## src/rtl/aes_shift_rows_pipe_if.sv

```systemverilog
// Valid/ready stream carrying LANES AES states per beat plus a direction bit
// and a sideband tag. The producer side uses the master modport, the consumer
// side uses the slave modport.
interface aes_shift_rows_pipe_if #(
  parameter int LANES = 1,
  parameter int TAG_W = 4
);
  logic                   valid;
  logic                   ready;
  logic                   inv;
  logic [TAG_W-1:0]       tag;
  logic [128*LANES-1:0]   data;

  modport master (output valid, output inv, output tag, output data, input ready);
  modport slave  (input valid, input inv, input tag, input data, output ready);
endinterface

```

## src/rtl/aes_shift_rows_pipe.sv

```systemverilog
// Pipelined ShiftRows / InvShiftRows engine. The byte permutation is applied
// combinationally in front of stage 0; DEPTH register stages follow, each
// holding transformed data, direction bit, tag and a valid flag. Backpressure
// ripples combinationally from out_if.ready so a full pipe can accept and
// drain in the same cycle without inserting a bubble.
module aes_shift_rows_pipe #(
  parameter int LANES = 1,
  parameter int DEPTH = 2,
  parameter int TAG_W = 4
) (
  input  logic                 clk_i,
  input  logic                 rst_i,
  input  logic                 flush_i,
  aes_shift_rows_pipe_if.slave  in_if,
  aes_shift_rows_pipe_if.master out_if,
  output logic                 busy_o,
  output logic [2:0]           occupancy_o
);

  localparam int W = 128 * LANES;

  // Byte i = 4c+r sits at [127-8i -: 8]; row r rotates left by r (forward)
  // or right by r (inverse). The 2-bit source column wraps modulo 4 for free.
  function automatic logic [127:0] shift_rows(input logic [127:0] s, input logic inv);
    logic [127:0] o;
    logic [1:0]   src;
    o = '0;
    for (int c = 0; c < 4; c++) begin
      for (int r = 0; r < 4; r++) begin
        src = inv ? 2'(c - r) : 2'(c + r);
        o[127-8*(4*c+r) -: 8] = s[127-8*(4*int'(src)+r) -: 8];
      end
    end
    return o;
  endfunction

  logic [W-1:0]     xf;
  logic [W-1:0]     data_q [DEPTH];
  logic [TAG_W-1:0] tag_q  [DEPTH];
  logic [DEPTH-1:0] inv_q;
  logic [DEPTH-1:0] v_q;
  logic [DEPTH-1:0] load;
  logic [2:0]       occ_q;
  logic [2:0]       occ_d;
  logic             in_ready;
  logic             in_fire;
  logic             out_fire;

  // Transform every lane of the incoming beat with the beat's own direction bit.
  always_comb begin
    xf = '0;
    for (int k = 0; k < LANES; k++) begin
      xf[128*k +: 128] = shift_rows(in_if.data[128*k +: 128], in_if.inv);
    end
  end

  // Stage i may load when it is empty or its content moves on this cycle;
  // the last stage moves on out_if.ready, earlier stages when the next one loads.
  always_comb begin : p_advance
    logic chain;
    load  = '0;
    chain = out_if.ready;
    for (int i = DEPTH - 1; i >= 0; i--) begin
      load[i] = !v_q[i] || chain;
      chain   = load[i];
    end
  end

  assign in_ready = load[0] && !flush_i;
  assign in_fire  = in_if.valid && in_ready;
  assign out_fire = v_q[DEPTH-1] && out_if.ready;

  // Occupancy tracks transfers; flush and reset clear it in the register below.
  always_comb begin
    occ_d = occ_q + {2'b00, in_fire} - {2'b00, out_fire};
  end

  // Pipeline registers: shift on load, clear valids on reset or flush.
  always_ff @(posedge clk_i) begin
    if (rst_i) begin
      v_q   <= '0;
      inv_q <= '0;
      occ_q <= '0;
      for (int i = 0; i < DEPTH; i++) begin
        data_q[i] <= '0;
        tag_q[i]  <= '0;
      end
    end else begin
      if (load[0]) begin
        v_q[0]    <= in_fire;
        data_q[0] <= xf;
        tag_q[0]  <= in_if.tag;
        inv_q[0]  <= in_if.inv;
      end
      for (int i = 1; i < DEPTH; i++) begin
        if (load[i]) begin
          v_q[i]    <= v_q[i-1];
          data_q[i] <= data_q[i-1];
          tag_q[i]  <= tag_q[i-1];
          inv_q[i]  <= inv_q[i-1];
        end
      end
      occ_q <= occ_d;
      if (flush_i) begin
        v_q   <= '0;
        occ_q <= '0;
      end
    end
  end

  assign in_if.ready  = in_ready;
  assign out_if.valid = v_q[DEPTH-1];
  assign out_if.data  = data_q[DEPTH-1];
  assign out_if.tag   = tag_q[DEPTH-1];
  assign out_if.inv   = inv_q[DEPTH-1];
  assign busy_o       = (occ_q != 3'd0);
  assign occupancy_o  = occ_q;

endmodule
```

## src/flat_wrapper.sv

```systemverilog
// flat-port wrapper written by rule: the top's interface ports become plain ports
module aes_shift_rows_pipe_flat 
#(
  parameter int LANES = 1,
  parameter int DEPTH = 2,
  parameter int TAG_W = 4
)
  (clk_i, rst_i, flush_i, busy_o, occupancy_o, in_if_valid, in_if_inv, in_if_tag, in_if_data, in_if_ready, out_if_valid, out_if_inv, out_if_tag, out_if_data, out_if_ready);
  aes_shift_rows_pipe_if #(.LANES(LANES), .TAG_W(TAG_W)) in_if_i ();
  aes_shift_rows_pipe_if #(.LANES(LANES), .TAG_W(TAG_W)) out_if_i ();
  input  logic clk_i;
  input  logic rst_i;
  input  logic flush_i;
  output logic busy_o;
  output logic [2:0] occupancy_o;
  input wire logic [$bits(in_if_i.valid)-1:0] in_if_valid;
  input wire logic [$bits(in_if_i.inv)-1:0] in_if_inv;
  input wire logic [$bits(in_if_i.tag)-1:0] in_if_tag;
  input wire logic [$bits(in_if_i.data)-1:0] in_if_data;
  output wire logic [$bits(in_if_i.ready)-1:0] in_if_ready;
  output wire logic [$bits(out_if_i.valid)-1:0] out_if_valid;
  output wire logic [$bits(out_if_i.inv)-1:0] out_if_inv;
  output wire logic [$bits(out_if_i.tag)-1:0] out_if_tag;
  output wire logic [$bits(out_if_i.data)-1:0] out_if_data;
  input wire logic [$bits(out_if_i.ready)-1:0] out_if_ready;
  assign in_if_i.valid = in_if_valid;
  assign in_if_i.inv = in_if_inv;
  assign in_if_i.tag = in_if_tag;
  assign in_if_i.data = in_if_data;
  assign in_if_ready = in_if_i.ready;
  assign out_if_valid = out_if_i.valid;
  assign out_if_inv = out_if_i.inv;
  assign out_if_tag = out_if_i.tag;
  assign out_if_data = out_if_i.data;
  assign out_if_i.ready = out_if_ready;
  aes_shift_rows_pipe #(.LANES(LANES), .DEPTH(DEPTH), .TAG_W(TAG_W)) u_core (.clk_i(clk_i), .rst_i(rst_i), .flush_i(flush_i), .in_if(in_if_i), .out_if(out_if_i), .busy_o(busy_o), .occupancy_o(occupancy_o));
endmodule
```

## config.mk

```make
export PLATFORM = sky130hd
export DESIGN_NAME = aes_shift_rows_pipe_flat
export DESIGN_NICKNAME = d
export VERILOG_FILES = /design/src/rtl/aes_shift_rows_pipe_if.sv /design/src/rtl/aes_shift_rows_pipe.sv /design/src/flat_wrapper.sv
export SDC_FILE = /design/constraint.sdc
export NUM_CORES = 1
export LEC_CHECK = 0
export ABC_AREA = 1
export CAP_MARGIN = 30
export CORE_UTILIZATION = 51
export DETAILED_ROUTE_END_ITERATION = 16
export GPL_TIMING_DRIVEN = 0
export HOLD_SLACK_MARGIN = 0.15
export PLACE_DENSITY_LB_ADDON = 0.3
export SYNTH_ARGS = -nofsm -noshare
export SYNTH_HDL_FRONTEND = slang
export SYNTH_SLANG_ARGS = --single-unit
```

## constraint.sdc

```tcl
create_clock -name clk_i -period 5.63 [get_ports clk_i]
set_input_delay 1.126 -clock clk_i [delete_from_list [all_inputs] [get_ports clk_i]]
set_output_delay 1.126 -clock clk_i [all_outputs]
set_load 0.05 [all_outputs]
```

==> impl_metrics.py, run 1 <==
metrics = {
    "floorplanning": {
        "io_pins": 277,
        "num_rows": 56,
        "dieHeight_um": 157,
        "die_area_mm2": 0.0246,
        "dieWidth_um": 157,
        "start_util_pct": 52.1,
        "core_mm2": 0.0235,
    },
    "finish": {
        "n_antenna_cell": 0,
        "synthToLayoutAreaGrowth_pct": 34.1,
        "drive_gt1_share_pct": 19.7,
        "fin_nets": 1535,
        "fin_cells": 1735,
    },
    "route": {
        "drt_iter0_drc": 463,
        "post_drt_wl_per_cell_um": 15.2,
        "wl_um": 26300,
        "drtPass1Iterations": 5,
        "via_per_inst": 4.52,
        "postRouteAntennaNets": 0,
        "remaining_drc_errors": 0,
        "dr_total_vias": 7835,
    },
    "critical_path": {
        "r2r-end": "u_core.data_q[0][206]",
        "critPathCapture": "in_if_ready",
        "crit_start": "out_if_ready",
        "end_kind": "primary output",
        "reg2reg_from": "u_core.v_q[1]",
        "path_class": "input port to primary output",
        "crit_fanout": 4,
        "worstPathArrival_ns": 2.81,
        "rr_worst_depth": 4,
        "worstPathRequired_ns": 4.50,
        "rrSetupSlack_ns": 3.70,
        "cp-start-kind": "input port",
    },
    "synth": {
        "synthCells": 1085,
        "yosysSeqAreaShare_pct": 65.9,
        "yosys.area.top_type_share_pct": 64.8,
        "yosysWarnings": 0,
        "syn_nets": 1226,
        "synth-seq-cells": 271,
        "syn_area_mm2": 0.0122,
        "synth_area_leader_cell": "edfxtp_1",
        "synth.distinct_cells": 20,
        "avgSynthCellArea_um2": 11.3,
        "yosys-top-cells-area": "edfxtp_1 (65%), buf_4 (8.1%), inv_1 (6.6%)",
    },
    "placed_design": {
        "gp_congestion": 0.778,
        "portBuffers": 276,
        "dp_cells": 1683,
        "hpwl_um": 18300,
    },
    "timing": {
        "clock-skew-final_ns": 0.00995,
        "worst_pin_slew_ns": 0.919,
        "rsz0062_at_grt": "false",
        "drv_slew": 0,
        "clock.fmax_mhz": 254,
        "fin_tns_setup_ns": 0,
        "finalSetupViolCount": 0,
        "hold_viol_final": 0,
        "fin_crit_ns": 3.94,
        "period_share_pct": 69.9,
        "max_slew_margin_pct": 38.8,
    },
    "clocking": {
        "cts_buffers": 28,
        "cts.repair.resized": 0,
        "root_buffer": "clkbuf_16",
        "clockBufferDepth": 3,
        "cts_tree": "yes",
        "clock_sinks": 271,
        "htree_levels": 1,
        "cts_setup_buffers": 0,
        "clk_latency_ns": 0.53,
        "clk_transition_reported_paths_ns": 0.06,
        "cts_hold_buf": 0,
    },
    "power_and_ir_drop": {
        "power.density_mw_per_mm2": 293,
        "cellLeakagePower_nw": 7.21,
        "ir_drop_uv": 190,
        "power_mw": 4.82,
    },
    "global_route": {
        "grt.overflow.total": 0,
        "grt_max_degree": 71,
        "grt_pass1_vias": 7904,
        "grt_use_total_pct": 21.6,
        "grt_pass1_wl_um": 40300,
        "antenna_found_initial": 0,
    },
    "outcome": {
        "status": "finished, final reports clean",
    },
    "min_path": {
        "hold_path_class": "flop to flop",
    },
    "run": {
        "maxCapViolCount": 0,
    },
}
sequential cells by signal, indices dropped and copies added (netlist names):
signal	count
u_core.tag_q	8
u_core.inv_q	2
u_core.occupancy_o	3
u_core.data_q	256
u_core.v_q	2
kinds of logic after synthesis:
group / count (synthesis) / synth area share, %
buffers and inverters: 390 / 18.1
adder cells (fa/ha/maj): 3 / 0.368
flip-flops: 271 / 65.9
AO/OA/AOI/OAI: 68 / 4.62
AND/OR/NAND/NOR: 353 / 11.0
area by class of cell:
cell class                 instances  area [um^2]
multi-input combinational        424         1970
clock inverter                    15          120
timing repair buffer             279         2850
inverter                         216          811
sequential                       271         8070
tap                              319          399
fill                            1661         7060
clock buffer                      37          796
buffer                           174         1400
worst min path at each step:
stage                               start               to  slack [ns]  depth (start not counted)
after floorplan           u_core.inv_q[0]  u_core.inv_q[0]        0.45                          2
after global placement    u_core.inv_q[0]  u_core.inv_q[0]        0.46                          2
after detailed placement  u_core.inv_q[0]  u_core.inv_q[0]        0.46                          2
after CTS                 u_core.inv_q[0]  u_core.inv_q[0]        0.47                          2
after global routing        u_core.v_q[0]    u_core.v_q[1]        0.51                          2
final                     u_core.inv_q[0]  u_core.inv_q[0]        0.48                          2
power breakdown:
part | internal (mW) | leakage, nW | switching [mW]
Combinational | 0.289 | 3.58 | 0.365
Clock | 1.08 | 0.452 | 0.743
Sequential | 2.31 | 3.17 | 0.0280
worst max-delay path, cell delays in order:
cell	delay [ns]
clkdlybuf4s50_1	0.55
nor2_4	0.08
nand2_2	0.12
nand2_1	0.09
inv_1	0.06
clkdlybuf4s50_1	0.79
Yosys cell counts:
cell / count
ha_1: 2
inv_1: 214
nand3_1: 5
buf_8: 7
fa_1: 1
edfxtp_1: 264
dfxtp_1: 7
a21oi_2: 60
nor2_1: 206
nand2_4: 1
nor2_4: 1
inv_2: 2
nand2_1: 139
o21ai_0: 1
a21oi_1: 7
buf_6: 22
buf_2: 6
nand2_2: 1
buf_4: 132
clkbuf_1: 7
stage by stage:
stage / utilization, % / instance area [um^2] / setup slack [ns] / hold slack [ns]
2_1_floorplan: - / 12200 / 0.980 / 0.447
3_3_place_gp: 65.6 / 15400 / -1.05 / 0.457
3_5_place_dp: 66.0 / 15500 / 1.69 / 0.463
4_1_cts: 69.9 / 16400 / 1.69 / 0.475
5_1_grt: 69.9 / 16400 / 1.57 / 0.509
6_report: 69.9 / 16400 / 1.69 / 0.476
routing by layer:
| metal | track usage, % | routed length [um] | vias up |
|---|---|---|---|
| met3 | 5.59 | 2210 | 41 |
| li1 | - | - | 3862 |
| met2 | 38.6 | 13500 | 279 |
| met4 | 6.58 | 637 | 0 |
| met1 | 25.3 | 10000 | 3653 |
| met5 | 0 | 0 | - |
cell usage in the layout (no fill, tap or decap):
master and n:
fa_1 1, nand2_2 1, a21oi_1 7, clkbuf_8 4, buf_16 3, ha_1 2
edfxtp_1 264, bufinv_16 2, buf_4 132, clkinv_2 6, buf_8 7, o21ai_0 1
inv_1 214, nor2_4 1, clkdlybuf4s50_1 276, a21oi_2 60, nor2_1 206, clkbuf_1 11
inv_2 2, dfxtp_1 7, nand2_1 137, buf_2 6, clkinvlp_4 1, nand3_1 5
clkinv_1 6, nand2_4 3, clkbuf_16 29, buf_6 22
Note: power is estimated with default switching activity, not from simulation.
==> inputs of run 2 (changes only) <==
- CORE_UTILIZATION: 51 -> 46
- clock period: 5.63 -> 3.45 ns (I/O delays scaled with it)
==> run 2 against run 1 <==
Effect of this change: routed wire length shrank 3.0%; sequential power increased by 63%; clock power up 62%; cell area about the same; sequential cell count is the same; first-iteration DRC count rose by 13%; clock skew is 0.0013 ns lower; worst hold slack improved by 0.016 ns; count of clock-buffer cells in the layout increased by 2; combinational power up 62%; critical path depth unchanged; non-clock buffer count fell by 1; critical path type unchanged; critical endpoint unchanged; largest cell class unchanged; highest routed layer is now met5.
==> impl_metrics.py, run 2 (synthesis results as in run 1) <==
metrics = {
    "timing": {
        "clock-skew-final_ns": 0.00861,
        "drv_slew": 0,
        "fin_crit_ns": 3.05,
        "finalSetupViolCount": 0,
        "hold_viol_final": 0,
        "worst_pin_slew_ns": 0.622,
        "clock.fmax_mhz": 328,
        "rsz0062_at_grt": "false",
        "max_slew_margin_pct": 58.5,
        "period_share_pct": 88.5,
    },
    "run": {
        "maxCapViolCount": 0,
    },
    "placed_design": {
        "dp_cells": 1698,
        "hpwl_um": 17500,
        "portBuffers": 276,
        "place_area_mm2": 0.0155,
        "gp_congestion": 0.772,
    },
    "route": {
        "drtPass1Iterations": 5,
        "post_drt_wl_per_cell_um": 14.6,
        "via_per_inst": 4.41,
        "drt_iter0_drc": 523,
        "postRouteAntennaNets": 0,
        "wl_um": 25500,
        "dr_total_vias": 7721,
        "remaining_drc_errors": 0,
    },
    "global_route": {
        "antenna_found_initial": 1,
        "grt_max_degree": 117,
        "grt_use_total_pct": 18.5,
        "grt.overflow.total": 0,
        "grt_pass1_wl_um": 38200,
        "grt_pass1_vias": 7221,
    },
    "min_path": {
        "hold_path_class": "flop to flop",
    },
    "critical_path": {
        "worstPathRequired_ns": 2.76,
        "cp-start-kind": "input port",
        "worstPathArrival_ns": 2.36,
        "path_class": "input port to primary output",
        "end_kind": "primary output",
        "crit_fanout": 4,
    },
    "finish": {
        "drive_gt1_share_pct": 19.9,
        "nFillCells": 2075,
        "fin_cells": 1750,
        "final_area_mm2": 0.0164,
        "final_common_cell": "clkdlybuf4s50_1",
        "layout_common_cells": "clkdlybuf4s50_1 (276), edfxtp_1 (264), inv_1 (214)",
        "fin_nets": 1535,
        "largest_reg_flops": 256,
        "top_register": "u_core.data_q",
        "n_antenna_cell": 0,
        "synthToLayoutAreaGrowth_pct": 34.1,
    },
    "power_and_ir_drop": {
        "seqPwrFrac_pct": 48.8,
        "clkPwrFrac_pct": 37.7,
        "p_comb_share_pct": 13.5,
        "cellLeakagePower_nw": 7.18,
        "p_int_mw": 5.95,
        "power_mw": 7.83,
        "switching_share_pct": 24.0,
        "power.density_mw_per_mm2": 477,
        "switchingPower_mw": 1.88,
        "ir_drop_uv": 491,
    },
    "clocking": {
        "htree_levels": 1,
        "cts.repair.resized": 0,
        "cts_hold_buf": 0,
        "clockBufferDepth": 3,
        "cts_tree": "yes",
        "clk_transition_reported_paths_ns": 0.07,
        "cts_setup_buffers": 0,
        "cts_buffers": 29,
        "root_buffer": "clkbuf_16",
        "clk_latency_ns": 0.52,
        "clock_sinks": 271,
    },
    "floorplanning": {
        "dieHeight_um": 165,
        "die_area_mm2": 0.0273,
        "num_rows": 59,
        "core_mm2": 0.0261,
        "start_util_pct": 47.0,
        "dieWidth_um": 165,
        "io_pins": 277,
    },
    "outcome": {
        "status": "finished, final reports clean",
    },
}
[run 2: cell count changes in the layout (fill, tap and decap cells not counted)]
cell       before  now
buf_16          3    2
bufinv_16       2    1
clkbuf_1       11   13
clkinv_1        6    0
clkinv_2        6    8
clkinv_4        0    2
inv_6           0    1
nand2_4         3    1
nand2_8         0    2
[run 2: power by group through the flow]
stage | sequential, mW | clock [mW] | combinational, mW
2_1_floorplan | 3.88 | 0 | 0.658
3_3_place_gp | 3.88 | 0 | 1.05
3_5_place_dp | 3.89 | 0 | 1.07
4_1_cts | 3.82 | 3.02 | 1.07
5_1_grt | 3.83 | 3.14 | 1.13
6_report | 3.82 | 2.95 | 1.06
[run 2: worst max-delay path, cell delays in order]
cell,delay (ns)
clkdlybuf4s50_1,0.55
nor2_4,0.09
nand2_2,0.12
nand2_1,0.08
inv_1,0.06
clkdlybuf4s50_1,0.79
[run 2: path summary, 6_finish.rpt]
path	start	endpoint	slack (ns)	cells after the start
setup / recovery	out_if_ready	in_if_ready	0.40	6
hold / removal	u_core.inv_q[0]	u_core.inv_q[0]	0.49	2
setup reg to reg	u_core.v_q[1]	u_core.data_q[0][22]	1.68	4
hold reg to reg	u_core.inv_q[0]	u_core.inv_q[0]	0.49	2
[run 2: cell type report]
| type | instances | area, um^2 | area share (%) |
|---|---|---|---|
| Inverter | 216 | 811 | 4.94 |
| Timing Repair Buffer | 278 | 2820 | 17.2 |
| Clock inverter | 13 | 104 | 0.633 |
| Buffer | 174 | 1400 | 8.53 |
| Clock buffer | 39 | 803 | 4.89 |
| Sequential cell | 271 | 8070 | 49.2 |
| Tap cell | 335 | 419 | 2.55 |
| Multi-Input combinational cell | 424 | 1990 | 12.1 |
[run 2: metal layers]
metal	up-vias	GRT usage [%]	part of all wire (%)
met1	3534	22.8	40
met2	276	32.1	49
met5	-	0	0.051
met3	40	4.87	8.7
met4	2	5.00	1.9
li1	3869	-	-
[run 2: metrics by stage]
stage / TNS [ns] / setup slack, ns / hold WS, ns / util, %
2_1_floorplan: 0 / 0.520 / 0.447 / -
3_3_place_gp: -204.76 / -0.851 / 0.459 / 59.2
3_5_place_dp: 0 / 0.399 / 0.483 / 59.5
4_1_cts: 0 / 0.390 / 0.498 / 63.0
5_1_grt: 0 / 0.300 / 0.521 / 63.0
6_report: 0 / 0.397 / 0.491 / 63.0
==> inputs of run 3 (changes only) <==
- CORE_UTILIZATION: 46 -> 41
- MAX_ROUTING_LAYER: not set -> met4
==> run 3 against run 2 <==
Effect of this change: clock skew grew 0.019 ns; clock power up 2%; combinational power about the same; die area is 12% higher; critical path type unchanged; critical endpoint unchanged.
==> impl_metrics.py, run 3 (synthesis results as in run 1) <==
metrics = {
    "clocking": {
        "clk_latency_ns": 0.56,
        "clock_sinks": 271,
        "clockBufferDepth": 3,
        "cts_setup_buffers": 0,
        "htree_levels": 1,
        "clk_transition_reported_paths_ns": 0.06,
        "root_buffer": "clkbuf_16",
        "cts_hold_buf": 0,
        "cts.repair.resized": 0,
        "cts_buffers": 29,
        "cts_tree": "yes",
    },
    "critical_path": {
        "path_class": "input port to primary output",
        "crit_fanout": 4,
        "critPathTopFamily": "buffers and inverters",
        "worstPathCellList": "clkdlybuf4s50_1, nor2_4, nand2_2, nand2_1, inv_1, clkdlybuf4s50_1",
        "cp_common_cell": "clkdlybuf4s50_1",
        "max_stage_delay_ns": 0.79,
        "crit_buf_inv": 3,
        "cp_slowest_cell": "clkdlybuf4s50_1",
        "end_kind": "primary output",
        "cp-start-kind": "input port",
        "worstPathRequired_ns": 2.76,
        "worstPathArrival_ns": 2.38,
    },
    "floorplanning": {
        "dieHeight_um": 175,
        "dieWidth_um": 175,
        "die_area_mm2": 0.0305,
        "io_pins": 277,
        "num_rows": 62,
        "start_util_pct": 42.2,
        "core_mm2": 0.0290,
    },
    "global_route": {
        "grt_pass1_vias": 7619,
        "grt_use_total_pct": 17.6,
        "grt_pass1_wl_um": 40200,
        "grt_max_degree": 117,
        "antenna_found_initial": 3,
        "grt.overflow.total": 0,
    },
    "finish": {
        "fin_nets": 1535,
        "synthToLayoutAreaGrowth_pct": 34.7,
        "finish.utilization_pct": 56.8,
        "top_register": "u_core.data_q",
        "multi_input_area_mm2": 0.00199,
        "largest_reg_flops": 256,
        "final_common_cell": "clkdlybuf4s50_1",
        "register_area_mm2": 0.00807,
        "layout_common_cells": "clkdlybuf4s50_1 (276), edfxtp_1 (264), inv_1 (214)",
        "nFillCells": 2476,
        "drive_gt1_share_pct": 19.3,
    },
    "timing": {
        "finalSetupViolCount": 0,
        "fin_crit_ns": 3.07,
        "worst_slack_ns": 0.383,
        "drv_slew": 0,
        "hold_viol_final": 0,
        "rsz0062_at_grt": "false",
        "worst_pin_slew_ns": 0.627,
        "period_share_pct": 88.9,
        "clock-skew-final_ns": 0.0272,
        "max_slew_margin_pct": 58.2,
        "clock.fmax_mhz": 326,
        "hold-worst-slack_ns": 0.485,
    },
    "placed_design": {
        "hpwl_um": 17800,
        "gp_congestion": 0.805,
        "pre_cts_ws_ns": 0.391,
        "portBuffers": 276,
    },
    "min_path": {
        "hold_path_class": "flop to flop",
    },
    "outcome": {
        "status": "finished, final reports clean",
    },
    "route": {
        "wl_um": 26000,
        "drt_iter0_drc": 408,
        "remaining_drc_errors": 0,
        "drtPass1Iterations": 4,
        "dr_total_vias": 7692,
        "via_per_inst": 4.27,
        "postRouteAntennaNets": 0,
        "post_drt_wl_per_cell_um": 14.4,
    },
    "power_and_ir_drop": {
        "cellLeakagePower_nw": 7.17,
        "ir_drop_uv": 287,
        "power.density_mw_per_mm2": 479,
    },
    "run": {
        "maxCapViolCount": 0,
    },
}
[run 3: final cells by class]
cell class / count / area share (%)
Antenna cell: 3 / 0.0455
Buffer: 174 / 8.49
Clock buffer: 36 / 4.56
Clock inverter: 16 / 0.956
Inverter: 216 / 4.92
Multi-Input combinational cell: 424 / 12.1
Sequential cell: 271 / 48.9
Tap cell: 384 / 2.91
Timing Repair Buffer: 278 / 17.1
[run 3: report_power, final]
| group | leakage [nW] | switching (mW) | internal (mW) |
|---|---|---|---|
| Sequential | 3.17 | 0.0438 | 3.78 |
| Clock | 0.439 | 1.26 | 1.76 |
| Combinational | 3.56 | 0.587 | 0.471 |
| Total | 7.17 | 1.89 | 6.01 |
[run 3: worst min-delay path, delay by kind of cell, from the launching register on]
kind | cells | cell delay (ns)
flip-flops | 1 | 0.31
AND/OR/NAND/NOR | 2 | 0.13
[run 3: per-stage QoR]
stage	power (mW)	area (um^2)	TNS, ns	std cells
floorplan	4.54	12200	0	1085
global placement	4.94	15500	-230.56	1745
detailed placement	4.96	15600	0	1747
CTS	8.00	16500	0	1799
global route	8.18	16500	0	1802
finish	7.90	16500	0	1802
[run 3: per-layer routing]
layer / GRT usage, % / up-vias / share of wire, %
met4: 5.36 / 0 / 2.9
met3: 4.11 / 42 / 6.8
met5: - / - / 0
met1: 20.9 / 3558 / 41
li1: - / 3878 / -
met2: 29.5 / 214 / 49
[run 3: final timing paths]
path	startpoint	end	slack [ns]	cells after the start
worst max-delay path	out_if_ready	in_if_ready	0.38	6
worst min register to register	u_core.inv_q[0]	u_core.inv_q[0]	0.49	2
worst max register to register	u_core.v_q[1]	u_core.data_q[0][100]	1.65	4
worst min-delay path	u_core.inv_q[0]	u_core.inv_q[0]	0.49	2
==> variant (config.mk and constraints of run 3) <==
`DEPTH` is set to 2 in 2 places; all go to 4.
--- a/src/rtl/aes_shift_rows_pipe.sv
+++ b/src/rtl/aes_shift_rows_pipe.sv
@@ -6,5 +6,5 @@
 module aes_shift_rows_pipe #(
   parameter int LANES = 1,
-  parameter int DEPTH = 2,
+  parameter int DEPTH = 4,
   parameter int TAG_W = 4
 ) (
--- a/src/flat_wrapper.sv
+++ b/src/flat_wrapper.sv
@@ -3,5 +3,5 @@
 #(
   parameter int LANES = 1,
-  parameter int DEPTH = 2,
+  parameter int DEPTH = 4,
   parameter int TAG_W = 4
 )
Formal check against the unedited RTL: not equivalent (a bounded check fails within 4 cycles, from zero or initial values and one cycle with rst_i high).
==> variant against run 3 <==
- first-iteration DRC count grew 110%
- setup slack lost 0.16 ns
- non-clock buffer count shrank 105
- area after synthesis grew 73%
- sequential power grew 95%
- total power grew 84%
- wire length grew 69%
- final cell count grew 55%
- cell area grew 64%
- sequential cell count grew 268
- combinational power shrank 23%
- critical endpoint unchanged
- highest routed layer unchanged
==> variant: results (changes against run 3) <==
[timing]
whs_ns = 0.480  ; -0.00557 ns
slew_headroom_pct = 48.6  ; -9.6 points

[run_status]
status = finished clean

[drt]
avgViaCountPerCell = 4.37  ; +2.4%
drtIter0Drc = 860  ; +110%
wl_met1_mm = 19.0  ; +79%
met3_length_mm = 3.38  ; +92%
wirelength_mm = 43.9  ; +69%

[synthesis]
syn_avg_cell_area_um2 = 12.3  ; +9.0%
synth_area_leaders = edfxtp_1 75%, nor2_1 9.5%, inv_1 8.5%
synth_edf_count = 528  ; +100%
yosysUniqueCellTypes = 24  ; +20%
ys_seq_elements = 539  ; +99%
synth_cells = 1718  ; +58%
synthTopCellsByCount = 536 x nor2_1, 528 x edfxtp_1, 477 x inv_1

[global_routing]
use_met1_pct = 21.9  ; +1.1 points
grt_max_degree = 68  ; -42%
grt_util_met2_pct = 27.7  ; -1.9 points
gr-usage-met3_pct = 5.06  ; +0.95 points
antenna_found_initial = 14  ; +11
grt_pass1_vias = 12100  ; +59%
grt.total_usage_pct = 17.4  ; -0.14 points

[worst_setup_path]
worstReg2RegStart = u_core.v_q[3]$_SDFFE_PP0P_
reg2reg_depth = 5  ; +1
r2r-end = u_core.data_q[3][38]$_SDFFCE_PN0P_
cp_max_fo = 5  ; +1
worst_ep_arrival_time_ns = 2.54  ; +0.16 ns
crit_path_max_incr_delay_ns = 0.69  ; -0.10 ns

[placed_design]
dp_hpwl_mm = 30.5  ; +72%
preCtsSetupSlack_ns = 0.241  ; -0.149 ns
gp_congestion = 0.851  ; +5.8%
place_area_mm2 = 0.0250  ; +60%
port_buffers = 275  ; -0.36%

[power]
pwr-share-comb_pct = 5.6  ; -7.8 points
p_clk_share_pct = 43.3  ; +5.1 points
power.density_mw_per_mm2 = 540  ; +13%
static-leakage-power_uw = 0.0112  ; +57%
power_combinational_uw = 813  ; -23%

[layout]
register_area_mm2 = 0.0161  ; +99%
clkbuf_count = 59  ; +64%
nonClockBufferCount = 347  ; -23%
finalNetCount = 2199  ; +43%
buf_share_pct = 12.4  ; -13 points
num-multi-input-gates = 635  ; +50%
fillers = 4273  ; +73%
fin_cells = 2793  ; +55%
nNonClkInverters = 480  ; +120%
multi_input_area_mm2 = 0.00292  ; +47%
diodes = 16  ; +13
clk_share_pct = 7.23  ; +1.7 points

[clock_tree]
cts_resized = 0  ; unchanged
clock_latency_ns = 0.60  ; +0.04 ns
cts_buffers = 55  ; +90%
cts_htree_levels = 2  ; +1

[worst_hold_path]
whs_endpoint = u_core.inv_q[1]$_SDFFE_PP0P_

[variant: cell families (layout without fill, tap and decap cells)]
| family | after synthesis | in the layout | synth area share (%) |
|---|---|---|---|
| fa+ha+maj | 3 | 3 | 0.213 |
| mux | 64 | 64 | 3.03 |
| simple gates | 561 | 561 | 10.2 |
| flops | 539 | 539 | 76.1 |
| other cells | 0 | 16 | 0 |
| buf+inv | 544 | 931 | 10.2 |
| compound gates | 6 | 6 | 0.154 |
| xor+xnor | 1 | 1 | 0.0415 |
[variant: how the worst max path moves through the flow]
stage	slack, ns	from	cells past startpoint	to
finish	0.22	out_if_ready	6	in_if_ready
global route	0.16	out_if_ready	6	in_if_ready
CTS	0.24	out_if_ready	6	in_if_ready
detailed placement	0.24	out_if_ready	6	in_if_ready
global placement	-3.39	rst_i	4	u_core.data_q[3][81]$_SDFFCE_PN0P_
floorplan	-0.99	rst_i	3	u_core.data_q[3][0]$_SDFFCE_PN0P_
